--- src/rtl/aesha_pkg.sv ---
// Shared types and constants for the AESHA host front end: FSM states,
// host address map, and per-mode result word counts.
package aesha_pkg;

    typedef enum logic [2:0] {
        ST_IDLE,
        ST_LAUNCH,
        ST_WAIT,
        ST_DRAIN,
        ST_ERR
    } state_e;

    localparam logic [4:0] KEY_BASE  = 5'd0;
    localparam logic [4:0] DATA_BASE = 5'd4;
    localparam logic [4:0] LAST_ADDR = 5'd19;

    localparam int AES_WORDS    = 4;
    localparam int KECCAK_WORDS = 16;

    localparam logic MODE_AES = 1'b1;

    localparam int KEY_W    = 128;
    localparam int DATA_W   = 512;
    localparam int RESULT_W = 512;

    // Number of result words streamed back for the latched mode.
    function automatic logic [4:0] result_words(input logic mode);
        return (mode == MODE_AES) ? 5'(AES_WORDS) : 5'(KECCAK_WORDS);
    endfunction

endpackage

--- src/rtl/aesha_if.sv ---
// Host-side bundle of the AESHA front end: word write port, launch controls,
// result read port and status. master = host, slave = aesha_host_if.
interface aesha_if;
    logic        i_wr_valid;
    logic        o_wr_ready;
    logic [4:0]  i_wr_addr;
    logic [31:0] i_wr_data;
    logic        i_start;
    logic        i_mode;
    logic        i_enc_or_dec;
    logic        o_rd_valid;
    logic        i_rd_ready;
    logic [31:0] o_rd_data;
    logic        o_rd_last;
    logic        o_busy;
    logic        o_error;

    modport master (
        output i_wr_valid, i_wr_addr, i_wr_data, i_start, i_mode, i_enc_or_dec, i_rd_ready,
        input  o_wr_ready, o_rd_valid, o_rd_data, o_rd_last, o_busy, o_error
    );

    modport slave (
        input  i_wr_valid, i_wr_addr, i_wr_data, i_start, i_mode, i_enc_or_dec, i_rd_ready,
        output o_wr_ready, o_rd_valid, o_rd_data, o_rd_last, o_busy, o_error
    );
endinterface

--- src/rtl/aesha_result_ser.sv ---
// Result capture register and valid/ready word serializer: a load snapshots
// the core result, then words 0..count-1 stream out, one per handshake.
module aesha_result_ser #(
    parameter int WORD_W = 32,
    parameter int RES_W  = 512
) (
    input  logic              i_clk,
    input  logic              i_reset,
    input  logic              i_load,
    input  logic [4:0]        i_word_cnt,
    input  logic [RES_W-1:0]  i_result,
    output logic              o_valid,
    input  logic              i_ready,
    output logic [WORD_W-1:0] o_data,
    output logic              o_last,
    output logic              o_done
);

    logic [RES_W-1:0] result_q, result_d;
    logic [3:0]       idx_q, idx_d;
    logic [3:0]       last_idx_q, last_idx_d;
    logic             valid_q, valid_d;
    logic             fire;
    logic             at_last;

    assign fire    = valid_q && i_ready;
    assign at_last = valid_q && (idx_q == last_idx_q);

    always_comb begin
        result_d   = result_q;
        idx_d      = idx_q;
        last_idx_d = last_idx_q;
        valid_d    = valid_q;
        if (i_load) begin
            result_d   = i_result;
            idx_d      = 4'd0;
            last_idx_d = 4'(i_word_cnt - 5'd1);
            valid_d    = 1'b1;
        end else if (fire) begin
            // Counter parks at 0 after the final word so the next load starts clean.
            idx_d   = at_last ? 4'd0 : idx_q + 4'd1;
            valid_d = !at_last;
        end
    end

    always_ff @(posedge i_clk or negedge i_reset) begin
        if (!i_reset) begin
            result_q   <= '0;
            idx_q      <= '0;
            last_idx_q <= '0;
            valid_q    <= 1'b0;
        end else begin
            result_q   <= result_d;
            idx_q      <= idx_d;
            last_idx_q <= last_idx_d;
            valid_q    <= valid_d;
        end
    end

    assign o_valid = valid_q;
    assign o_data  = result_q[idx_q*WORD_W +: WORD_W];
    assign o_last  = at_last;
    assign o_done  = fire && at_last;

endmodule

--- src/rtl/aesha_host_if.sv ---
// AESHA host front end: buffers key/data words, launches the core by releasing
// its reset, captures the result and streams it back. AESHA_HOST_TIMEOUT_EN adds a launch watchdog.
module aesha_host_if
    import aesha_pkg::*;
#(
    parameter int WORD_W = 32
`ifdef AESHA_HOST_TIMEOUT_EN
    , parameter int TIMEOUT_CYC = 256
`endif
) (
    input  logic                i_clk,
    input  logic                i_reset,
    aesha_if.slave              host,
    output logic                o_core_rst_n,
    output logic                o_aes_or_keccak,
    output logic                o_enc_or_dec,
    output logic [KEY_W-1:0]    o_key,
    output logic [DATA_W-1:0]   o_data,
    input  logic                i_core_busy,
    input  logic                i_core_done,
    input  logic [RESULT_W-1:0] i_result
);

    state_e              state_q, state_d;
    logic                mode_q, mode_d;
    logic                dir_q, dir_d;
    logic                core_rst_n_q, core_rst_n_d;
    logic                busy_q, busy_d;
    logic                wr_ready_q, wr_ready_d;
    logic [KEY_W-1:0]    key_q, key_d;
    logic [DATA_W-1:0]   data_q, data_d;
    logic                wr_fire;
    logic [3:0]          data_idx;
    logic                ser_load;
    logic                ser_done;

`ifdef AESHA_HOST_TIMEOUT_EN
    localparam int CNT_W = $clog2(TIMEOUT_CYC + 1);
    logic [CNT_W-1:0]    cnt_q, cnt_d;
    logic                error_q, error_d;
`endif

    // wr_ready_q is only high in IDLE, so buffers cannot move under a running core.
    assign wr_fire  = host.i_wr_valid && wr_ready_q;
    assign data_idx = 4'(host.i_wr_addr - DATA_BASE);

    always_comb begin
        key_d  = key_q;
        data_d = data_q;
        if (wr_fire) begin
            if (host.i_wr_addr < DATA_BASE) begin
                key_d[2'(host.i_wr_addr - KEY_BASE)*32 +: 32] = host.i_wr_data;
            end else if (host.i_wr_addr <= LAST_ADDR) begin
                data_d[data_idx*32 +: 32] = host.i_wr_data;
            end
        end
    end

    always_comb begin
        state_d  = state_q;
        mode_d   = mode_q;
        dir_d    = dir_q;
        ser_load = 1'b0;
`ifdef AESHA_HOST_TIMEOUT_EN
        cnt_d    = cnt_q;
        error_d  = error_q;
`endif
        unique case (state_q)
            ST_IDLE: begin
`ifdef AESHA_HOST_TIMEOUT_EN
                cnt_d = '0;
`endif
                if (host.i_start) begin
                    state_d = ST_LAUNCH;
                    mode_d  = host.i_mode;
                    dir_d   = host.i_enc_or_dec;
                end
            end
            ST_LAUNCH, ST_WAIT: begin
                if (state_q == ST_LAUNCH && i_core_busy) begin
                    state_d = ST_WAIT;
                end
                if (state_q == ST_WAIT && i_core_done) begin
                    state_d  = ST_DRAIN;
                    ser_load = 1'b1;
                end
`ifdef AESHA_HOST_TIMEOUT_EN
                // A completion landing on the expiry cycle still wins.
                cnt_d = cnt_q + 1'b1;
                if (cnt_d == CNT_W'(TIMEOUT_CYC) && !ser_load) begin
                    state_d = ST_ERR;
                    error_d = 1'b1;
                end
`endif
            end
            ST_DRAIN: begin
                if (ser_done) begin
                    state_d = ST_IDLE;
                end
            end
`ifdef AESHA_HOST_TIMEOUT_EN
            ST_ERR: begin
                if (host.i_start) begin
                    state_d = ST_IDLE;
                    error_d = 1'b0;
                end
            end
`endif
            default: state_d = ST_IDLE;
        endcase

        core_rst_n_d = (state_d == ST_LAUNCH) || (state_d == ST_WAIT);
        busy_d       = (state_d != ST_IDLE);
        wr_ready_d   = (state_d == ST_IDLE);
    end

    always_ff @(posedge i_clk or negedge i_reset) begin
        if (!i_reset) begin
            state_q      <= ST_IDLE;
            mode_q       <= 1'b0;
            dir_q        <= 1'b0;
            core_rst_n_q <= 1'b0;
            busy_q       <= 1'b0;
            wr_ready_q   <= 1'b1;
            key_q        <= '0;
            data_q       <= '0;
`ifdef AESHA_HOST_TIMEOUT_EN
            cnt_q        <= '0;
            error_q      <= 1'b0;
`endif
        end else begin
            state_q      <= state_d;
            mode_q       <= mode_d;
            dir_q        <= dir_d;
            core_rst_n_q <= core_rst_n_d;
            busy_q       <= busy_d;
            wr_ready_q   <= wr_ready_d;
            key_q        <= key_d;
            data_q       <= data_d;
`ifdef AESHA_HOST_TIMEOUT_EN
            cnt_q        <= cnt_d;
            error_q      <= error_d;
`endif
        end
    end

    aesha_result_ser #(
        .WORD_W (WORD_W),
        .RES_W  (RESULT_W)
    ) u_ser (
        .i_clk      (i_clk),
        .i_reset    (i_reset),
        .i_load     (ser_load),
        .i_word_cnt (result_words(mode_q)),
        .i_result   (i_result),
        .o_valid    (host.o_rd_valid),
        .i_ready    (host.i_rd_ready),
        .o_data     (host.o_rd_data),
        .o_last     (host.o_rd_last),
        .o_done     (ser_done)
    );

    assign host.o_wr_ready = wr_ready_q;
    assign host.o_busy     = busy_q;
`ifdef AESHA_HOST_TIMEOUT_EN
    assign host.o_error    = error_q;
`else
    assign host.o_error    = 1'b0;
`endif
    assign o_core_rst_n    = core_rst_n_q;
    assign o_aes_or_keccak = mode_q;
    assign o_enc_or_dec    = dir_q;
    assign o_key           = key_q;
    assign o_data          = data_q;

endmodule

--- src/flat_wrapper.sv ---
// flat-port wrapper written by rule: the top's interface ports become plain ports
module aesha_host_if_flat import aesha_pkg::*;
#(
    parameter int WORD_W = 32

)
  (i_clk, i_reset, o_core_rst_n, o_aes_or_keccak, o_enc_or_dec, o_key, o_data, i_core_busy, i_core_done, i_result, host_i_wr_valid, host_i_wr_addr, host_i_wr_data, host_i_start, host_i_mode, host_i_enc_or_dec, host_i_rd_ready, host_o_wr_ready, host_o_rd_valid, host_o_rd_data, host_o_rd_last, host_o_busy, host_o_error);
  aesha_if host_i ();
  input  logic i_clk;
  input  logic i_reset;
  output logic o_core_rst_n;
  output logic o_aes_or_keccak;
  output logic o_enc_or_dec;
  output logic [KEY_W-1:0] o_key;
  output logic [DATA_W-1:0] o_data;
  input  logic i_core_busy;
  input  logic i_core_done;
  input  logic [RESULT_W-1:0] i_result;
  input wire logic [$bits(host_i.i_wr_valid)-1:0] host_i_wr_valid;
  input wire logic [$bits(host_i.i_wr_addr)-1:0] host_i_wr_addr;
  input wire logic [$bits(host_i.i_wr_data)-1:0] host_i_wr_data;
  input wire logic [$bits(host_i.i_start)-1:0] host_i_start;
  input wire logic [$bits(host_i.i_mode)-1:0] host_i_mode;
  input wire logic [$bits(host_i.i_enc_or_dec)-1:0] host_i_enc_or_dec;
  input wire logic [$bits(host_i.i_rd_ready)-1:0] host_i_rd_ready;
  output wire logic [$bits(host_i.o_wr_ready)-1:0] host_o_wr_ready;
  output wire logic [$bits(host_i.o_rd_valid)-1:0] host_o_rd_valid;
  output wire logic [$bits(host_i.o_rd_data)-1:0] host_o_rd_data;
  output wire logic [$bits(host_i.o_rd_last)-1:0] host_o_rd_last;
  output wire logic [$bits(host_i.o_busy)-1:0] host_o_busy;
  output wire logic [$bits(host_i.o_error)-1:0] host_o_error;
  assign host_i.i_wr_valid = host_i_wr_valid;
  assign host_i.i_wr_addr = host_i_wr_addr;
  assign host_i.i_wr_data = host_i_wr_data;
  assign host_i.i_start = host_i_start;
  assign host_i.i_mode = host_i_mode;
  assign host_i.i_enc_or_dec = host_i_enc_or_dec;
  assign host_i.i_rd_ready = host_i_rd_ready;
  assign host_o_wr_ready = host_i.o_wr_ready;
  assign host_o_rd_valid = host_i.o_rd_valid;
  assign host_o_rd_data = host_i.o_rd_data;
  assign host_o_rd_last = host_i.o_rd_last;
  assign host_o_busy = host_i.o_busy;
  assign host_o_error = host_i.o_error;
  aesha_host_if #(.WORD_W(WORD_W)) u_core (.i_clk(i_clk), .i_reset(i_reset), .host(host_i), .o_core_rst_n(o_core_rst_n), .o_aes_or_keccak(o_aes_or_keccak), .o_enc_or_dec(o_enc_or_dec), .o_key(o_key), .o_data(o_data), .i_core_busy(i_core_busy), .i_core_done(i_core_done), .i_result(i_result));
endmodule
--- config.mk ---
export PLATFORM = sky130hd
export DESIGN_NAME = aesha_host_if_flat
export DESIGN_NICKNAME = d
export VERILOG_FILES = /design/src/rtl/aesha_pkg.sv /design/src/rtl/aesha_if.sv /design/src/rtl/aesha_result_ser.sv /design/src/rtl/aesha_host_if.sv /design/src/flat_wrapper.sv
export SDC_FILE = /design/constraint.sdc
export NUM_CORES = 2
export LEC_CHECK = 0
export CAP_MARGIN = 40
export CORE_AREA = 2 2 479 481
export DETAILED_ROUTE_END_ITERATION = 8
export DIE_AREA = 0 0 481 483
export GPL_TIMING_DRIVEN = 0
export PLACE_DENSITY_LB_ADDON = 0.15
export SLEW_MARGIN = 30
export SYNTH_ARGS = -nofsm -noshare
export SYNTH_HDL_FRONTEND = slang
export SYNTH_SLANG_ARGS = --single-unit
export TNS_END_PERCENT = 5
--- constraint.sdc ---
create_clock -name i_clk -period 4.3 [get_ports i_clk]
set_clock_uncertainty 0.15 [all_clocks]
set_input_delay 0.645 -clock i_clk [delete_from_list [all_inputs] [get_ports i_clk]]
set_output_delay 0.645 -clock i_clk [all_outputs]
set_load 0.005 [all_outputs]
==> flow_summary.ini <==
[power_and_ir_drop]
leakage_nw = 35.0
power_density_mw_per_mm2 = 535
worst_ir_drop_vdd_v = 0.000359

[timing]
slew_viol_final = 0
hold_viol_final = 0
setup_viol = 1
fmax_mhz = 232
tightest_slew_ns = 0.827
fin_ws_ns = -0.00716
post-route-period-util = 1.00
fin_crit_ns = 4.31
slew_headroom = 0.447
grt_setup_unrepaired = yes

[setup_path]
worst-endpoint-arrival_ns = 3.51
crit_start = u_core.u_ser.idx_q[1]
startpoint_type = flop
crit_slowest_cell = clkdlybuf4s50_1
crit_type = flop to primary output
r2r_slack_ns = 1.33
cp.required_ns = 3.50
path_cells = clkbuf_8 > clkbuf_2 > buf_6 > clkbuf_1 > buf_6 > mux4_2 > a22oi_2 > nand2_2 > clkdlybuf4s50_1
r2r_end = u_core.u_ser.result_q[316]
end_kind = primary output
crit_top_cell = buf_6
path_max_fanout = 9
r2r.worst_path.cells = 7
cpPeakStageDelay_ns = 0.50
worstReg2RegStart = u_core.state_q[0]
critPathCapture = host_o_rd_data[27]

[global_routing]
antenna_found_initial = 63
top_usage_layer = met2
grt_pass1_wl_um = 360000
first_global_vias = 41889
grtUsageMet2 = 0.399
grt_max_degree = 123
met1_usage = 0.267
met3_usage = 0.0579
grt_use_total = 0.224
grt_overflow = 0

[cells_and_area]
nNetsFinal = 6546
most-common-layout-cells = nand2_1 (1602), clkdlybuf4s50_1 (1225), dfrtp_1 (1166)
final_cell_count_no_fill = 9121
final_common_cell = nand2_1
area_growth_pct = 45.2
drive_above_1_share = 0.141

[floorplan]
fp.dieArea_mm2 = 0.232
io_pins = 1238
die_x_um = 481
fp.coreArea_mm2 = 0.227
start_util = 0.222
num_rows = 175
die_y_um = 483

[synth]
synth_cell_type_count = 60
yosysWarnings = 0
async_reset_ff_frac = 1.00
syn-mean-instance-area_um2 = 11.1
syn_inst = 4522
synth-seq-area-share = 0.581
ys_seq_elements = 1167
synth_area_mm2 = 0.0503
synth_ff_type = dfrtp_1
synth_edf_count = 0

[cts]
cts_sinks = 1167
cts_inserted_buffers = 147
cts_tree = yes
clk_pin_slew_worst_paths_ns = 0.06
clock_path_buffers = 3
cts_root_buf = clkbuf_16
h-tree-depth = 4
clkLatencyLatePin_ns = 0.80

[route]
vias_per_cell = 4.42
vias = 40346
ant_nets = 0
wl_per_cell_um = 29.1
drc = 0
drt_pass1_iterations = 5
drtIter0Drc = 2681
wl_um = 265000

[place]
dp.cells = 8838
place.gp.congestion = 0.858
dpl.hpwl_um = 211000
post-place-ws_ns = -1.38
io_buffers = 1236

[hold_path]
hold_class = primary input to flop
holdPathStages = 3

[status]
status = finished with violations
violations = setup timing

[flow_run]
drv_cap = 0
[where the power goes]
group | switching (mW) | internal, mW
clock network | 5.37 | 7.37
registers | 1.62 | 13.6
logic | 5.52 | 5.54
total | 12.5 | 26.6
[area by class of cell]
cell class | instances | area, um^2
inverters | 184 | 691
well taps | 3009 | 3760
clock inverters | 44 | 577
clock buffers | 218 | 4320
plain buffers | 330 | 1800
multi-input cells | 2842 | 19000
diodes | 19 | 47.5
repair buffers | 1308 | 13600
flip-flops and latches | 1167 | 29200
fillers | 23412 | 154000
[timing repair]
item	CTS	global route
hold buffers	1	0
hold endpoints to repair	104	0
pin swaps	10	5
resized for setup	84	32
buffers inserted	0	0
setup endpoints to repair	70	31
[per-layer routing]
layer | routed length, um | vias up | part of all wire
met2 | 136000 | 1514 | 0.51
met1 | 104000 | 20638 | 0.39
li1 | - | 17857 | -
met3 | 19100 | 295 | 0.072
met5 | 274 | - | 0.0010
met4 | 6140 | 42 | 0.023
[flip-flops by register name, summed over array words and instances (netlist names)]
name and cells:
u_core.host.o_wr_ready 1, u_core.u_ser.o_valid 1, u_core.o_data 512, u_core.o_core_rst_n 1, u_core.u_ser.idx_q 4, u_core.o_key 128
u_core.o_aes_or_keccak 1, u_core.o_enc_or_dec 1, u_core.u_ser.result_q 512, u_core.u_ser.last_idx_q 2, u_core.host.o_busy 1, u_core.state_q 3
[synth_stat cells (3+ instances only)]
| library cell | instances | area [um^2] |
|---|---|---|
| nand2_1 | 1606 | 6030 |
| dfrtp_1 | 1166 | 29200 |
| mux2_1 | 247 | 2780 |
| clkbuf_1 | 214 | 803 |
| inv_1 | 184 | 691 |
| mux2_4 | 167 | 2510 |
| o21ai_0 | 147 | 736 |
| nand3_1 | 137 | 686 |
| mux4_2 | 128 | 2880 |
| and3_1 | 78 | 488 |
| and2_1 | 71 | 444 |
| buf_2 | 69 | 345 |
| a22oi_1 | 65 | 488 |
| mux2_2 | 36 | 405 |
| mux2i_1 | 33 | 330 |
| buf_6 | 31 | 349 |
| nand4_1 | 19 | 119 |
| a21o_1 | 15 | 113 |
| and4_1 | 14 | 123 |
| buf_1 | 10 | 37.5 |
| ha_1 | 8 | 100 |
| nor2_1 | 8 | 30.0 |
| buf_4 | 6 | 45.0 |
| nand3_4 | 6 | 105 |
| nor2b_1 | 6 | 37.5 |
| a21oi_1 | 5 | 25.0 |
| nor3_1 | 5 | 25.0 |
| nand2b_1 | 4 | 25.0 |
| or3_1 | 3 | 18.8 |
[per-stage QoR]
stage               power, mW   util  hold WS [ns]  cell area [um^2]  setup TNS [ns]
finish                   39.1  0.322         0.216             73000        -0.00716
global route             41.1  0.322         0.155             73000           -1.65
CTS                      39.7  0.321         0.132             72900           -3.36
detailed placement       26.5  0.299         0.308             67700         -196.95
global placement         26.3  0.293         0.304             66400               -
floorplan                19.9      -         0.199             50300               0
[how the worst min path moves through the flow]
| stage | start | endpoint | slack [ns] |
|---|---|---|---|
| 2_1_floorplan | i_reset | u_core.host.o_busy | 0.20 |
| 3_3_place_gp | u_core.u_ser.result_q[490] | u_core.u_ser.result_q[490] | 0.30 |
| 3_5_place_dp | u_core.u_ser.result_q[405] | u_core.u_ser.result_q[405] | 0.31 |
| 4_1_cts | i_result[255] | u_core.u_ser.result_q[255] | 0.13 |
| 5_1_grt | i_result[362] | u_core.u_ser.result_q[362] | 0.15 |
| 6_report | i_result[479] | u_core.u_ser.result_q[479] | 0.22 |
[worst max-delay path: cells and delay by family, from the launching register on]
| family | cells | cell delay [ns] |
|---|---|---|
| compound gates | 1 | 0.36 |
| buf+inv | 6 | 1.40 |
| flops | 1 | 0.36 |
| mux | 1 | 0.37 |
| simple gates | 1 | 0.20 |
[cells by family (layout without fill, tap and decap cells)]
| logic type | after synthesis | count (layout) | share of synthesized area |
|---|---|---|---|
| fa+ha+maj | 8 | 8 | 0.00199 |
| mux | 611 | 611 | 0.177 |
| compound gates | 249 | 249 | 0.0303 |
| buf+inv | 514 | 2084 | 0.0452 |
| simple gates | 1971 | 1971 | 0.164 |
| flops | 1167 | 1167 | 0.581 |
| xor+xnor | 1 | 1 | 0.000174 |
| other cells | 1 | 21 | 0.0000746 |
Power figures use the tool's default switching activity.
